### config.mk
export PLATFORM = sky130hd
export DESIGN_NAME = toggle_line_tx
export DESIGN_NICKNAME = d
export VERILOG_FILES = /design/src/rtl/toggle_line_pkg.sv /design/src/rtl/bit_tick_gen.sv /design/src/rtl/toggle_line_tx.sv
export SDC_FILE = /design/constraint.sdc
export NUM_CORES = 1
export LEC_CHECK = 0
export ABC_AREA = 1
export CAP_MARGIN = 15
export CORE_MARGIN = 4
export CORE_UTILIZATION = 58
export DETAILED_ROUTE_END_ITERATION = 16
export PLACE_DENSITY_LB_ADDON = 0.2
export SLEW_MARGIN = 20
export SYNTH_ARGS = -nofsm -noshare
export SYNTH_HDL_FRONTEND = slang
export SYNTH_SLANG_ARGS = --single-unit
### constraint.sdc
create_clock -name clk -period 2.9 [get_ports clk]
set_input_delay 0.58 -clock clk [delete_from_list [all_inputs] [get_ports clk]]
set_output_delay 0.58 -clock clk [all_outputs]
set_load 0.01 [all_outputs]
### src/rtl/toggle_line_pkg.sv
// rtl/toggle_line_pkg.sv - shared states, defaults and frame-length helper for toggle_line_tx
package toggle_line_pkg;

  typedef enum logic [2:0] {
    TLX_IDLE,
    TLX_SYNC,
    TLX_DATA,
    TLX_STUFF,
    TLX_STOP
  } tlx_state_t;

  localparam int TLX_WIDTH        = 8;
  localparam int TLX_CLKS_PER_BIT = 4;
  localparam int TLX_MAX_RUN      = 5;

  // Sync + data + stop bits, plus any stuffed bits, each CLKS_PER_BIT long.
  function automatic int tlx_frame_len(input int width, input int stuff_count,
                                       input int clks_per_bit);
    return (2 + width + stuff_count) * clks_per_bit;
  endfunction

endpackage

### src/rtl/bit_tick_gen.sv
// rtl/bit_tick_gen.sv - bit period timer with restart, bit_start and bit_end strobes
module bit_tick_gen #(
  parameter int CLKS_PER_BIT = 4
) (
  input  logic clk,
  input  logic rst,
  input  logic restart,
  output logic bit_start,
  output logic bit_end
);

  localparam int CW = (CLKS_PER_BIT > 1) ? $clog2(CLKS_PER_BIT) : 1;

  logic [CW-1:0] cnt;

  assign bit_start = (cnt == '0);
  assign bit_end   = (cnt == CW'(CLKS_PER_BIT - 1));

  // Wraps on its own at bit_end so every bit period restarts at 0.
  always_ff @(posedge clk or posedge rst) begin
    if (rst) begin
      cnt <= '0;
    end else if (restart || bit_end) begin
      cnt <= '0;
    end else begin
      cnt <= cnt + CW'(1);
    end
  end

endmodule

### src/rtl/toggle_line_tx.sv
// rtl/toggle_line_tx.sv - toggle-coded serial line transmitter with sync, stuffing and stop bits
module toggle_line_tx
  import toggle_line_pkg::*;
#(
  parameter int WIDTH        = TLX_WIDTH,
  parameter int CLKS_PER_BIT = TLX_CLKS_PER_BIT,
  parameter int MAX_RUN      = TLX_MAX_RUN
) (
  input  logic             clk,
  input  logic             rst,
  input  logic [WIDTH-1:0] in_data,
  input  logic             in_valid,
  output logic             in_ready,
  output logic             t_out,
  output logic             tx_line,
  output logic             busy
);

  localparam int BW = $clog2(WIDTH + 1);
  localparam int RW = $clog2(MAX_RUN + 1);

  tlx_state_t       state, next_state;
  logic [WIDTH-1:0] shreg;
  logic [BW-1:0]    bit_cnt;
  logic [RW-1:0]    run_cnt;
  logic [RW-1:0]    run_inc;
  logic             cur_bit;
  logic             load;
  logic             bit_start;
  logic             bit_end;

  bit_tick_gen #(
    .CLKS_PER_BIT(CLKS_PER_BIT)
  ) u_tick (
    .clk      (clk),
    .rst      (rst),
    .restart  (state == TLX_IDLE),
    .bit_start(bit_start),
    .bit_end  (bit_end)
  );

  assign busy    = (state != TLX_IDLE);
  assign run_inc = run_cnt + RW'(1);

  always_ff @(posedge clk or posedge rst) begin
    if (rst) begin
      state <= TLX_IDLE;
    end else begin
      state <= next_state;
    end
  end

  always_comb begin
    next_state = state;
    load       = 1'b0;
    cur_bit    = 1'b0;
    case (state)
      TLX_IDLE: begin
        if (in_valid && in_ready) begin
          next_state = TLX_SYNC;
          load       = 1'b1;
        end
      end
      TLX_SYNC: begin
        cur_bit = 1'b1;
        if (bit_end) next_state = TLX_DATA;
      end
      TLX_DATA: begin
        cur_bit = shreg[0];
        // A stuff bit takes priority over STOP when the run fills on the last data bit.
        if (bit_end) begin
          if (!shreg[0] && (run_inc == RW'(MAX_RUN))) next_state = TLX_STUFF;
          else if (bit_cnt == BW'(WIDTH - 1))         next_state = TLX_STOP;
        end
      end
      TLX_STUFF: begin
        cur_bit = 1'b1;
        if (bit_end) next_state = (bit_cnt == BW'(WIDTH)) ? TLX_STOP : TLX_DATA;
      end
      TLX_STOP: begin
        if (bit_end) next_state = TLX_IDLE;
      end
      default: next_state = TLX_IDLE;
    endcase
  end

  always_ff @(posedge clk or posedge rst) begin
    if (rst) begin
      shreg    <= '0;
      bit_cnt  <= '0;
      run_cnt  <= '0;
      tx_line  <= 1'b0;
      t_out    <= 1'b0;
      in_ready <= 1'b0;
    end else begin
      in_ready <= (next_state == TLX_IDLE);
      if (busy && bit_start) begin
        t_out   <= cur_bit;
        tx_line <= tx_line ^ cur_bit;
      end else begin
        t_out <= 1'b0;
      end
      case (state)
        TLX_IDLE: begin
          if (load) begin
            shreg   <= in_data;
            bit_cnt <= '0;
            run_cnt <= '0;
          end
        end
        TLX_SYNC: run_cnt <= '0;
        TLX_DATA: begin
          if (bit_end) begin
            shreg   <= shreg >> 1;
            bit_cnt <= bit_cnt + BW'(1);
            run_cnt <= shreg[0] ? '0 : run_inc;
          end
        end
        TLX_STUFF: begin
          if (bit_end) run_cnt <= '0;
        end
        default: ;
      endcase
    end
  end

endmodule

==> results of run 1 <==
-- power breakdown --
group          switching, µW  leakage, µW  total [µW]  internal [µW]
sequential              70.5     0.000297         511            441
combinational            394     0.000443         650            256
clock                   96.1    0.0000150         150           53.8
-- worst min path at each step --
stage                                    to  slack, ns  depth (start not counted)
floorplan           u_tick.cnt[0]$_DFF_PP0_       0.44                          1
global placement    u_tick.cnt[0]$_DFF_PP0_       0.45                          1
detailed placement  u_tick.cnt[0]$_DFF_PP0_       0.46                          1
CTS                 u_tick.cnt[0]$_DFF_PP0_       0.48                          1
global route        u_tick.cnt[0]$_DFF_PP0_       0.50                          1
finish              u_tick.cnt[0]$_DFF_PP0_       0.47                          1
-- registers in the layout, indices dropped and copies added (netlist names) --
name and count:
bit_cnt 4, in_ready 1, run_cnt 3, shreg 8, state 3, t_out 1
tx_line 1, u_tick.cnt 2
-- layer usage --
metal / GRT usage (%) / vias up
met3: 2.41 / 5
met1: 22.7 / 497
li1: - / 521
met4: 8.50 / 0
met5: 0 / -
met2: 32.3 / 22
-- stage by stage --
step                      setup slack, ns  cells
after floorplan                      1.52    155
after global placement               1.01    194
after detailed placement            0.949    194
after CTS                           0.670    198
after global routing                0.605    198
final                               0.685    198
-- cell type report --
| type | instances | area [µm²] | area share, % |
|---|---|---|---|
| multi-input cells | 102 | 577 | 39.5 |
| well taps | 27 | 33.8 | 2.31 |
| repair buffers | 15 | 148 | 10.1 |
| flip-flops and latches | 23 | 576 | 39.4 |
| clock buffers | 4 | 26.3 | 1.80 |
| inverters | 27 | 101 | 6.93 |
-- cell families after synthesis --
family                     share of synthesized area, %
and+or+nand+nor                                    23.4
buffers and inverters                              10.1
AOI/OAI and AO/OA                                  13.7
DFF                                                44.9
adders and majority gates                          5.86
xor gates and xnor gates                           2.05
-- cells in the final DEF, fill, tap and decap left out, drive strengths merged --
cell            n
xor2            2
xnor2           1
nand4           2
a21oi           3
dfrtp          23
nor3            1
ha              6
clkbuf          4
nand3b          1
and3            1
nor2           13
inv            27
nand2          35
clkdlybuf4s50  14
nand2b          1
nand3          13
buf             1
o21ai          23
-- critical path: stages, from the launching register on --
cell                              delay (ns)
sky130_fd_sc_hd__dfrtp_1                0.49
sky130_fd_sc_hd__nor2_1                 0.23
sky130_fd_sc_hd__nand2_2                0.11
sky130_fd_sc_hd__clkdlybuf4s50_1        0.50
==> results.txt, run 1 <==
----------------------------------------------------
[Setup path]
  Arrival time reported for the critical path endpoint ... 1.64 ns
  Data required time at the worst endpoint ... 2.32 ns
  Startpoint Class ... flip-flop
  Largest driver fanout on the critical path ... 8
  FF-to-FF Start ... u_tick.cnt[0]$_DFF_PP0_
  Worst reg-to-reg setup slack ... 1.17 ns
  Sort of element at the end of the critical path ... output pin
  Crit. Startpoint ... state[0]$_DFF_PP0_
  Capture point of the worst reg-to-reg path ... bit_cnt[2]$_DFFE_PP0P_
  Category of the most critical setup path ... flip-flop to output pin
  Critical Path End ... busy
  Worst-case reg-to-reg path depth ... 8

[Global route]
  Global-route wire length before repair ... 4.07 mm
  Congestion Overflow GR ... 0
  Number of global-route vias before repair ... 993
  All-layer global routing usage ... 18.6%
  Pin count of the biggest net entering global routing ... 24
  Antenna violations before repair ... 0

[STA]
  Total setup violations reported at the end of the flow ... 0
  Max-slew violation count ... 0
  FMAX ... 451 MHz
  Post-Route Hold Slack ... 0.474 ns
  Number of hold violations in the final report ... 0
  Shortest period the worst path allows ... 2.22 ns
  Setup repair after global routing missed its margin ... false
  Largest clock skew in the final design ... 0.00688 ns
  Remaining max-slew budget at the tightest pin ... 43.5%
  Fin Setup TNS ... 0 ns
  Period Utilization, post-route ... 76.4%
  Tightest Pin Transition ... 0.846 ns

[Cells and area]
  Area delta synth->final ... 14.1%
  Count of nets after finishing ... 189
  Share of cells above drive strength 1 ... 14.0%
  Total of fill cells in the finished design ... 167
  Final design instance area without fill ... 1460 µm²
  Total inserted antenna cells ... 0
  End-of-flow core utilization ... 72.3%

[Synthesis]
  Average size of a mapped cell ... 8.27 µm²
  Count leader, synth ... sky130_fd_sc_hd__nand2_1
  Synthesized flop and latch total ... 23
  Post-synth cell types ... 22
  Post-synth net total ... 172
  Synth top area share ... 44.9%
  Synth top area cells ... sky130_fd_sc_hd__dfrtp_1, sky130_fd_sc_hd__nand2_1, sky130_fd_sc_hd__o21ai_2
  Proportion of register bits with asynchronous set or reset after synthesis ... 100%
  Synthesized cell area ... 1280 µm²
  Synth cell count leaders ... sky130_fd_sc_hd__nand2_1, sky130_fd_sc_hd__inv_1, sky130_fd_sc_hd__dfrtp_1
  Syn. warnings ... 0
  Number of synthesized flops with an enable pin ... 0
  Area leader, netlist ... sky130_fd_sc_hd__dfrtp_1
  Sequential share of the synthesized area ... 44.9%
  Top_reg_cell synth ... sky130_fd_sc_hd__dfrtp_1
  Synth Instances ... 155

[Route]
  Routed length on met3 ... 102 µm
  Highest routing layer actually used ... met4
  Count of vias placed by the detailed router ... 1045
  Pre-Repair DR Iteration Count ... 4
  Post-Route WL ... 2.35 mm
  First-iteration detailed-routing DRC count ... 23
  Average routed wire per standard cell ... 11.9 µm
  Routed wire length on met2 ... 1.16 mm
  WL met1 ... 1.04 mm
  Number of remaining DRC errors ... 0
  Number of antenna-violating nets in the routed design ... 0
  Per-cell via count in the routed design ... 5.28

[Floorplan]
  Die X-Extent ... 55 µm
  Number of cell rows ... 16
  Die outline area ... 3030 µm²
  Placeable Area ... 2020 µm²
  Initial core utilization ... 63.4%
  Overall die height ... 55 µm
  Ports placed on the boundary ... 15

[CTS]
  CTS HTree Levels ... 1
  # Post-CTS Setup Buffers ... 0
  CTS resizes ... 0
  CTS Sinks ... 23
  Hold_buf cts ... 0
  Clk_lat worst skew ... 0.31 ns
  TritonCTS clock tree ... yes
  Post-CTS clock slew at the launch and capture registers of the worst setup and hold paths ... 0.13 ns
  Clock root cell ... sky130_fd_sc_hd__clkbuf_4
  Worst-case clock buffer depth ... 2
  Clock buffers created by TritonCTS ... 3

[Power and ir drop]
  Peak VDD IR ... 0.589 mV
  Power Total ... 1310 µW
  Total power per unit cell area ... 897 nW/µm²
  Leak Pwr ... 0.000755 µW

[Flow run]
  Max-cap viol count ... 0

[Place]
  GPL Wtd Cong ... 0.752
  Post-DP HPWL ... 1.76 mm
  Number of buffers added on ports ... 14
  Placement-stage cell area ... 1440 µm²

[Min path]
  Hold path startpoint ... u_tick.cnt[0]$_DFF_PP0_
  Hold Path Class ... flip-flop to flip-flop

[Outcome]
  Outcome ... finished, final reports clean

----------------------------------------------------
Power figures use the tool's default switching activity.
==> run 2, diff against run 1 <==
--- a/config.mk
+++ b/config.mk
@@ -8,7 +8,7 @@
 export ABC_AREA = 1
 export CAP_MARGIN = 15
 export CORE_MARGIN = 4
-export CORE_UTILIZATION = 58
+export CORE_UTILIZATION = 49
 export DETAILED_ROUTE_END_ITERATION = 16
 export PLACE_DENSITY_LB_ADDON = 0.2
 export SLEW_MARGIN = 20
==> constraint.sdc (replaced) <==
create_clock -name clk -period 1.8 [get_ports clk]
set_input_delay 0.36 -clock clk [delete_from_list [all_inputs] [get_ports clk]]
set_output_delay 0.36 -clock clk [all_outputs]
set_load 0.01 [all_outputs]
==> run 2 against run 1 <==
- sequential power grew 57%
- final cell count grew 4.0%
- wire length shrank 0.42%
- first-iteration DRC count grew 65%
- sequential share of layout area shrank 1.5 points
- global-route usage shrank 2.7 points
- critical path type unchanged
- critical endpoint unchanged
- largest cell class unchanged
==> results.txt, run 2 (synthesized netlist as in run 1, its figures left out) <==
----------------------------------------------------
[Outcome]
  Outcome ... finished, final reports clean

[CTS]
  TritonCTS clock tree ... yes
  Clk_lat worst skew ... 0.31 ns
  CTS Sinks ... 23
  Clock root cell ... sky130_fd_sc_hd__clkbuf_4
  Clock buffers created by TritonCTS ... 3
  CTS HTree Levels ... 1
  Worst-case clock buffer depth ... 2
  Post-CTS clock slew at the launch and capture registers of the worst setup and hold paths ... 0.13 ns

[Cells and area]
  Count of nets after finishing ... 194
  Commonest cells after routing, fill and taps aside ... sky130_fd_sc_hd__nand2_1, sky130_fd_sc_hd__inv_1, sky130_fd_sc_hd__dfrtp_1
  Registers with the most flip-flops ... shreg (8), bit_cnt (4)
  Largest reg by FF count ... shreg
  Share of cells above drive strength 1 ... 18.2%
  Flip-flop count of the largest register after layout ... 8
  Commonest non-fill, non-tap cell in the layout ... sky130_fd_sc_hd__nand2_1
  Area delta synth->final ... 18.9%
  Total inserted antenna cells ... 0

[Floorplan]
  Number of cell rows ... 18
  Die outline area ... 3500 µm²
  Ports placed on the boundary ... 15
  Initial core utilization ... 51.7%
  Placeable Area ... 2480 µm²
  Die X-Extent ... 59.1 µm
  Overall die height ... 59.1 µm

[Route]
  First-iteration detailed-routing DRC count ... 38
  Average routed wire per standard cell ... 11.4 µm
  Post-Route WL ... 2.34 mm
  Count of vias placed by the detailed router ... 1048
  Number of antenna-violating nets in the routed design ... 0
  Number of remaining DRC errors ... 0
  Per-cell via count in the routed design ... 5.09
  Pre-Repair DR Iteration Count ... 4

[Power and ir drop]
  Total power per unit cell area ... 1450 nW/µm²
  Peak VDD IR ... 0.765 mV
  Leak Pwr ... 0.000787 µW

[Setup path]
  Largest driver fanout on the critical path ... 4
  Startpoint Class ... flip-flop
  Standard cell with the maximum stage delay on the critical path ... sky130_fd_sc_hd__dfrtp_2
  Data required time at the worst endpoint ... 1.44 ns
  Arrival time reported for the critical path endpoint ... 1.27 ns
  Highest cell delay on the worst timing path ... 0.44 ns
  Top cell family by delay on the critical path ... flip-flops
  Cells along the critical path ... nor2_4 > nand2_2 > dlygate4sd2_1
  Sort of element at the end of the critical path ... output pin
  Category of the most critical setup path ... flip-flop to output pin
  Number of buffers and inverters on the critical path ... 1

[Global route]
  Pin count of the biggest net entering global routing ... 24
  Congestion Overflow GR ... 0
  Antenna violations before repair ... 0
  Global-route wire length before repair ... 4.23 mm
  Number of global-route vias before repair ... 982
  All-layer global routing usage ... 15.9%

[Place]
  Setup WS pre-CTS ... 0.155 ns
  Post-DP HPWL ... 1.75 mm
  GPL Wtd Cong ... 0.868
  Number of buffers added on ports ... 14

[Min path]
  Hold Path Class ... primary input to asynchronous set/reset pin

[STA]
  Number of hold violations in the final report ... 0
  Slack of the critical path ... 0.171 ns
  Setup repair after global routing missed its margin ... false
  Shortest period the worst path allows ... 1.63 ns
  Fin Setup TNS ... 0 ns
  Tightest Pin Transition ... 0.361 ns
  Remaining max-slew budget at the tightest pin ... 75.8%
  FMAX ... 614 MHz
  Max-slew violation count ... 0
  Total setup violations reported at the end of the flow ... 0
  Period Utilization, post-route ... 90.5%
  Largest clock skew in the final design ... 0.00401 ns

[Flow run]
  Max-cap viol count ... 0

----------------------------------------------------
## run 2: path summary, 6_finish.rpt
check,startpoint,endpoint,slack [ns],cells after the start
min in group clk,u_tick.cnt[0]$_DFF_PP0_,u_tick.cnt[0]$_DFF_PP0_,0.47,1
hold / removal,rst,t_out$_DFF_PP0_,0.37,3
setup reg to reg,state[0]$_DFF_PP0_,run_cnt[1]$_DFFE_PP0P_,0.23,5
max in group asynchronous,rst,state[1]$_DFF_PP0_,1.19,3
setup / recovery,state[1]$_DFF_PP0_,busy,0.17,3
hold reg to reg,u_tick.cnt[0]$_DFF_PP0_,u_tick.cnt[0]$_DFF_PP0_,0.47,1
## run 2: worst reg2reg max path, delay by kind of cell (launching register included)
kind | cells | cell delay, ns
AOI/OAI and AO/OA | 1 | 0.08
buffers and inverters | 1 | 0.17
DFF | 1 | 0.43
and+or+nand+nor | 3 | 0.82
## run 2: per-stage QoR
step,power [µW],cell area [µm²],util (%),hold WS [ns],std cells
6_report,2210,1520,61.5,0.368,206
5_1_grt,2440,1520,61.5,0.387,206
4_1_cts,2230,1520,61.5,0.380,206
3_5_place_dp,1970,1470,59.5,0.462,200
3_3_place_gp,1920,1470,59.5,0.454,200
2_1_floorplan,1640,1280,-,0.362,155
## run 2: timing repair
item,CTS,global route
endpoints found under the setup margin,1,0
hold buffers,0,0
gates resized for setup,4,0
setup buffers,2,0
## run 2: where the power goes
part | switching [µW] | leakage, µW | internal, µW
Combinational | 682 | 0.000474 | 488
Sequential | 88.7 | 0.000296 | 712
Clock | 154 | 0.0000177 | 83.0
## run 2: per-layer routing
metal / vias up / track usage, % / wire length, µm
met4: 0 / 5.83 / 41
met3: 5 / 2.83 / 95
li1: 532 / - / -
met1: 492 / 21.3 / 1080
met2: 19 / 25.7 / 1120
met5: - / 0 / 0
## run 2: area by class of cell
cell class | count | area (µm²)
fill | 226 | 953
multi-input combinational | 102 | 584
sequential | 23 | 577
timing repair buffer | 20 | 196
inverter | 27 | 101
tap | 30 | 37.5
clock buffer | 3 | 22.5
clock inverter | 1 | 5.00
==> run 3, diff against run 2 <==
--- a/config.mk
+++ b/config.mk
@@ -5,7 +5,6 @@
 export SDC_FILE = /design/constraint.sdc
 export NUM_CORES = 1
 export LEC_CHECK = 0
-export ABC_AREA = 1
 export CAP_MARGIN = 15
 export CORE_MARGIN = 4
 export CORE_UTILIZATION = 49
==> run 3 against run 2 <==
- combinational power is 17% higher
- register-to-register slack lost 0.11 ns
- flip-flop and latch count did not move
- worst setup slack worse by 0.055 ns
- core utilization up 0.55 points
- wire length increased by 2.3%
- synthesized area increased by 0.49%
- maximum frequency shrank 3.3%
- synthesized cell count shrank 19%
- critical path type unchanged
- critical endpoint is now in_ready
- highest routed layer unchanged
==> results.txt, run 3 <==
----------------------------------------------------
[STA]
  Period Utilization, post-route ... 93.5%
  Remaining max-slew budget at the tightest pin ... 75.9%
  Post-Route Hold Slack ... 0.280 ns
  FMAX ... 594 MHz
  Total setup violations reported at the end of the flow ... 0
  Setup repair after global routing missed its margin ... false
  Max-slew violation count ... 0
  Largest clock skew in the final design ... 0.00363 ns
  Number of hold violations in the final report ... 0
  Tightest Pin Transition ... 0.361 ns
  Fin Setup TNS ... 0 ns
  Shortest period the worst path allows ... 1.68 ns

[Global route]
  Congestion Overflow GR ... 0
  Pin count of the biggest net entering global routing ... 20
  Met3 global-route usage ... 4.14%
  Global-route wire length before repair ... 4.15 mm
  GR Util met1 ... 18.0%
  Met2 Track Usage GR ... 28.4%
  All-layer global routing usage ... 15.5%
  Antenna violations before repair ... 0
  Top Usage Layer GRT ... met2
  Number of global-route vias before repair ... 960

[Synthesis]
  Synth top area share ... 44.7%
  Post-synth cell types ... 38
  Sequential share of the synthesized area ... 44.7%
  Proportion of register bits with asynchronous set or reset after synthesis ... 100%
  Top_reg_cell synth ... sky130_fd_sc_hd__dfrtp_1
  Average size of a mapped cell ... 10.3 µm²
  Synthesized cell area ... 1290 µm²
  Number of synthesized flops with an enable pin ... 0
  Area leader, netlist ... sky130_fd_sc_hd__dfrtp_1
  Syn. warnings ... 0
  Synthesized flop and latch total ... 23
  Post-synth net total ... 142
  Synth top area cells ... sky130_fd_sc_hd__dfrtp_1, sky130_fd_sc_hd__ha_1, sky130_fd_sc_hd__mux2i_1
  Synth cell count leaders ... sky130_fd_sc_hd__dfrtp_1, sky130_fd_sc_hd__inv_1, sky130_fd_sc_hd__nor2_1
  Count leader, synth ... sky130_fd_sc_hd__dfrtp_1
  Synth Instances ... 125

[CTS]
  Clock buffers created by TritonCTS ... 3
  Clock root cell ... sky130_fd_sc_hd__clkbuf_4
  Clk_lat worst skew ... 0.31 ns
  Worst-case clock buffer depth ... 2
  TritonCTS clock tree ... yes
  Hold_buf cts ... 0
  CTS Sinks ... 23
  Post-CTS clock slew at the launch and capture registers of the worst setup and hold paths ... 0.13 ns
  CTS HTree Levels ... 1

[Floorplan]
  Placeable Area ... 2500 µm²
  Die X-Extent ... 59.3 µm
  Overall die height ... 59.3 µm
  Initial core utilization ... 51.5%
  Ports placed on the boundary ... 15
  Number of cell rows ... 18
  Die outline area ... 3510 µm²

[Place]
  Post-DP HPWL ... 1.86 mm
  GPL Wtd Cong ... 0.867
  Number of buffers added on ports ... 14

[Cells and area]
  Commonest cells after routing, fill and taps aside ... sky130_fd_sc_hd__dfrtp_1, sky130_fd_sc_hd__inv_1, sky130_fd_sc_hd__clkdlybuf4s50_1
  End-of-flow core utilization ... 62.1%
  Largest reg by FF count ... shreg
  Count of nets after finishing ... 166
  Area delta synth->final ... 20.5%
  Flip-flop count of the largest register after layout ... 8
  Registers with the most flip-flops ... shreg (8), bit_cnt (4)
  Share of cells above drive strength 1 ... 16.9%
  Combined area of the multi-input logic cells ... 627 µm²
  Total inserted antenna cells ... 0
  Area taken by flip-flops and latches ... 577 µm²
  Commonest non-fill, non-tap cell in the layout ... sky130_fd_sc_hd__dfrtp_1
  Total of fill cells in the finished design ... 202

[Setup path]
  FF-to-FF Start ... u_tick.cnt[0]$_DFF_PP0_
  Cells along the critical path ... clkdlybuf4s50_1
  Arrival time reported for the critical path endpoint ... 1.32 ns
  Standard cell with the maximum stage delay on the critical path ... sky130_fd_sc_hd__clkdlybuf4s50_1
  Crit. Startpoint ... in_ready$_DFF_PP0_
  Top cell family by delay on the critical path ... buffers and inverters
  Worst-case reg-to-reg path depth ... 6
  Largest driver fanout on the critical path ... 4
  Highest cell delay on the worst timing path ... 0.57 ns
  Worst reg-to-reg setup slack ... 0.12 ns
  Capture point of the worst reg-to-reg path ... in_ready$_DFF_PP0_
  Data required time at the worst endpoint ... 1.44 ns
  Sort of element at the end of the critical path ... output pin
  Number of buffers and inverters on the critical path ... 1
  Startpoint Class ... flip-flop
  Category of the most critical setup path ... flip-flop to output pin

[Power and ir drop]
  Total power per unit cell area ... 1630 nW/µm²
  Peak VDD IR ... 1.09 mV
  Power Total ... 2530 µW
  Leak Pwr ... 0.000714 µW

[Route]
  Average routed wire per standard cell ... 13.5 µm
  Pre-Repair DR Iteration Count ... 4
  Number of remaining DRC errors ... 0
  Count of vias placed by the detailed router ... 950
  Per-cell via count in the routed design ... 5.34
  First-iteration detailed-routing DRC count ... 20
  Post-Route WL ... 2.40 mm
  Number of antenna-violating nets in the routed design ... 0

[Outcome]
  Outcome ... finished, final reports clean

[Flow run]
  Max-cap viol count ... 0

[Min path]
  Hold Path Class ... primary input to asynchronous set/reset pin

----------------------------------------------------
==> run 3: cell count changes in the layout (fill, tap and decap cells not counted), sizes merged, moves of 4 or more <==
cell | previous run | this run
buf | 6 | 11
mux2i | 0 | 7
o21ai | 23 | 4
nand3 | 13 | 5
a21oi | 3 | 9
nand2 | 35 | 6
nor3b | 0 | 4
inv | 27 | 13
==> run 3: worst register-to-register path, stage by stage (launching register included) <==
cell,delay (ns)
sky130_fd_sc_hd__dfrtp_1,0.42
sky130_fd_sc_hd__ha_1,0.30
sky130_fd_sc_hd__buf_4,0.18
sky130_fd_sc_hd__nand2_1,0.12
sky130_fd_sc_hd__nor2_1,0.05
sky130_fd_sc_hd__a32o_1,0.23
sky130_fd_sc_hd__a221oi_2,0.29
==> run 3: cells by family (layout without fill, tap and decap cells) <==
kind of cell             after synthesis  after routing  synth area share (%)
adder cells (fa/ha/maj)                6              6                  5.83
buffers and inverters                 19             42                  7.48
multiplexers                           8              8                  6.32
AO/OA/AOI/OAI                         25             25                  15.0
AND/OR/NAND/NOR                       40             40                  18.0
flip-flops                            23             23                  44.7
XOR/XNOR                               4              4                  2.72
==> run 3: layout make-up <==
cell class                 instances  share of cell area [%]
clock buffer                       3                    1.45
clock inverter                     1                   0.323
inverter                          13                    3.15
multi-input combinational         83                    40.4
sequential                        23                    37.2
tap                               30                    2.42
timing repair buffer              25                    15.1
==> run 3: worst max-delay path by stage <==
stage,endpoint,slack [ns],cells after the start
4_1_cts,run_cnt[2]$_DFFE_PP0P_,0.11,5
6_report,in_ready,0.12,1
5_1_grt,in_ready$_DFF_PP0_,0.005,5
3_3_place_gp,run_cnt[0]$_DFFE_PP0P_,0.05,5
3_5_place_dp,run_cnt[0]$_DFFE_PP0P_,-0.01,5
2_1_floorplan,in_ready$_DFF_PP0_,0.27,6
==> run 3: power breakdown <==
group | internal, µW | switching, µW | total, µW | leakage [µW]
Combinational | 678 | 695 | 1370 | 0.000418
Sequential | 749 | 166 | 915 | 0.000279
Clock | 83.1 | 157 | 240 | 0.0000177
==> run 3: layer usage <==
layer | part of all wire (%) | routed length, µm
met2 | 50 | 1200
met5 | 0 | 0
met3 | 3.5 | 85
met1 | 46 | 1090
met4 | 0.63 | 15
==> run 3: timing repair <==
action / 4_1_cts / 5_1_grt
gates resized for setup: 3 / 1
cloned: 0 / 0
buffers inserted: 2 / 0
pin swaps: 0 / 0
setup endpoints to repair: 1 / 6
==> run 3: metrics by stage <==
stage	instance area [µm²]	setup WS [ns]	std cells
2_1_floorplan	1290	0.275	125
3_3_place_gp	1500	0.0455	172
3_5_place_dp	1500	-0.0145	172
4_1_cts	1550	0.106	178
5_1_grt	1550	0.00471	178
6_report	1550	0.117	178
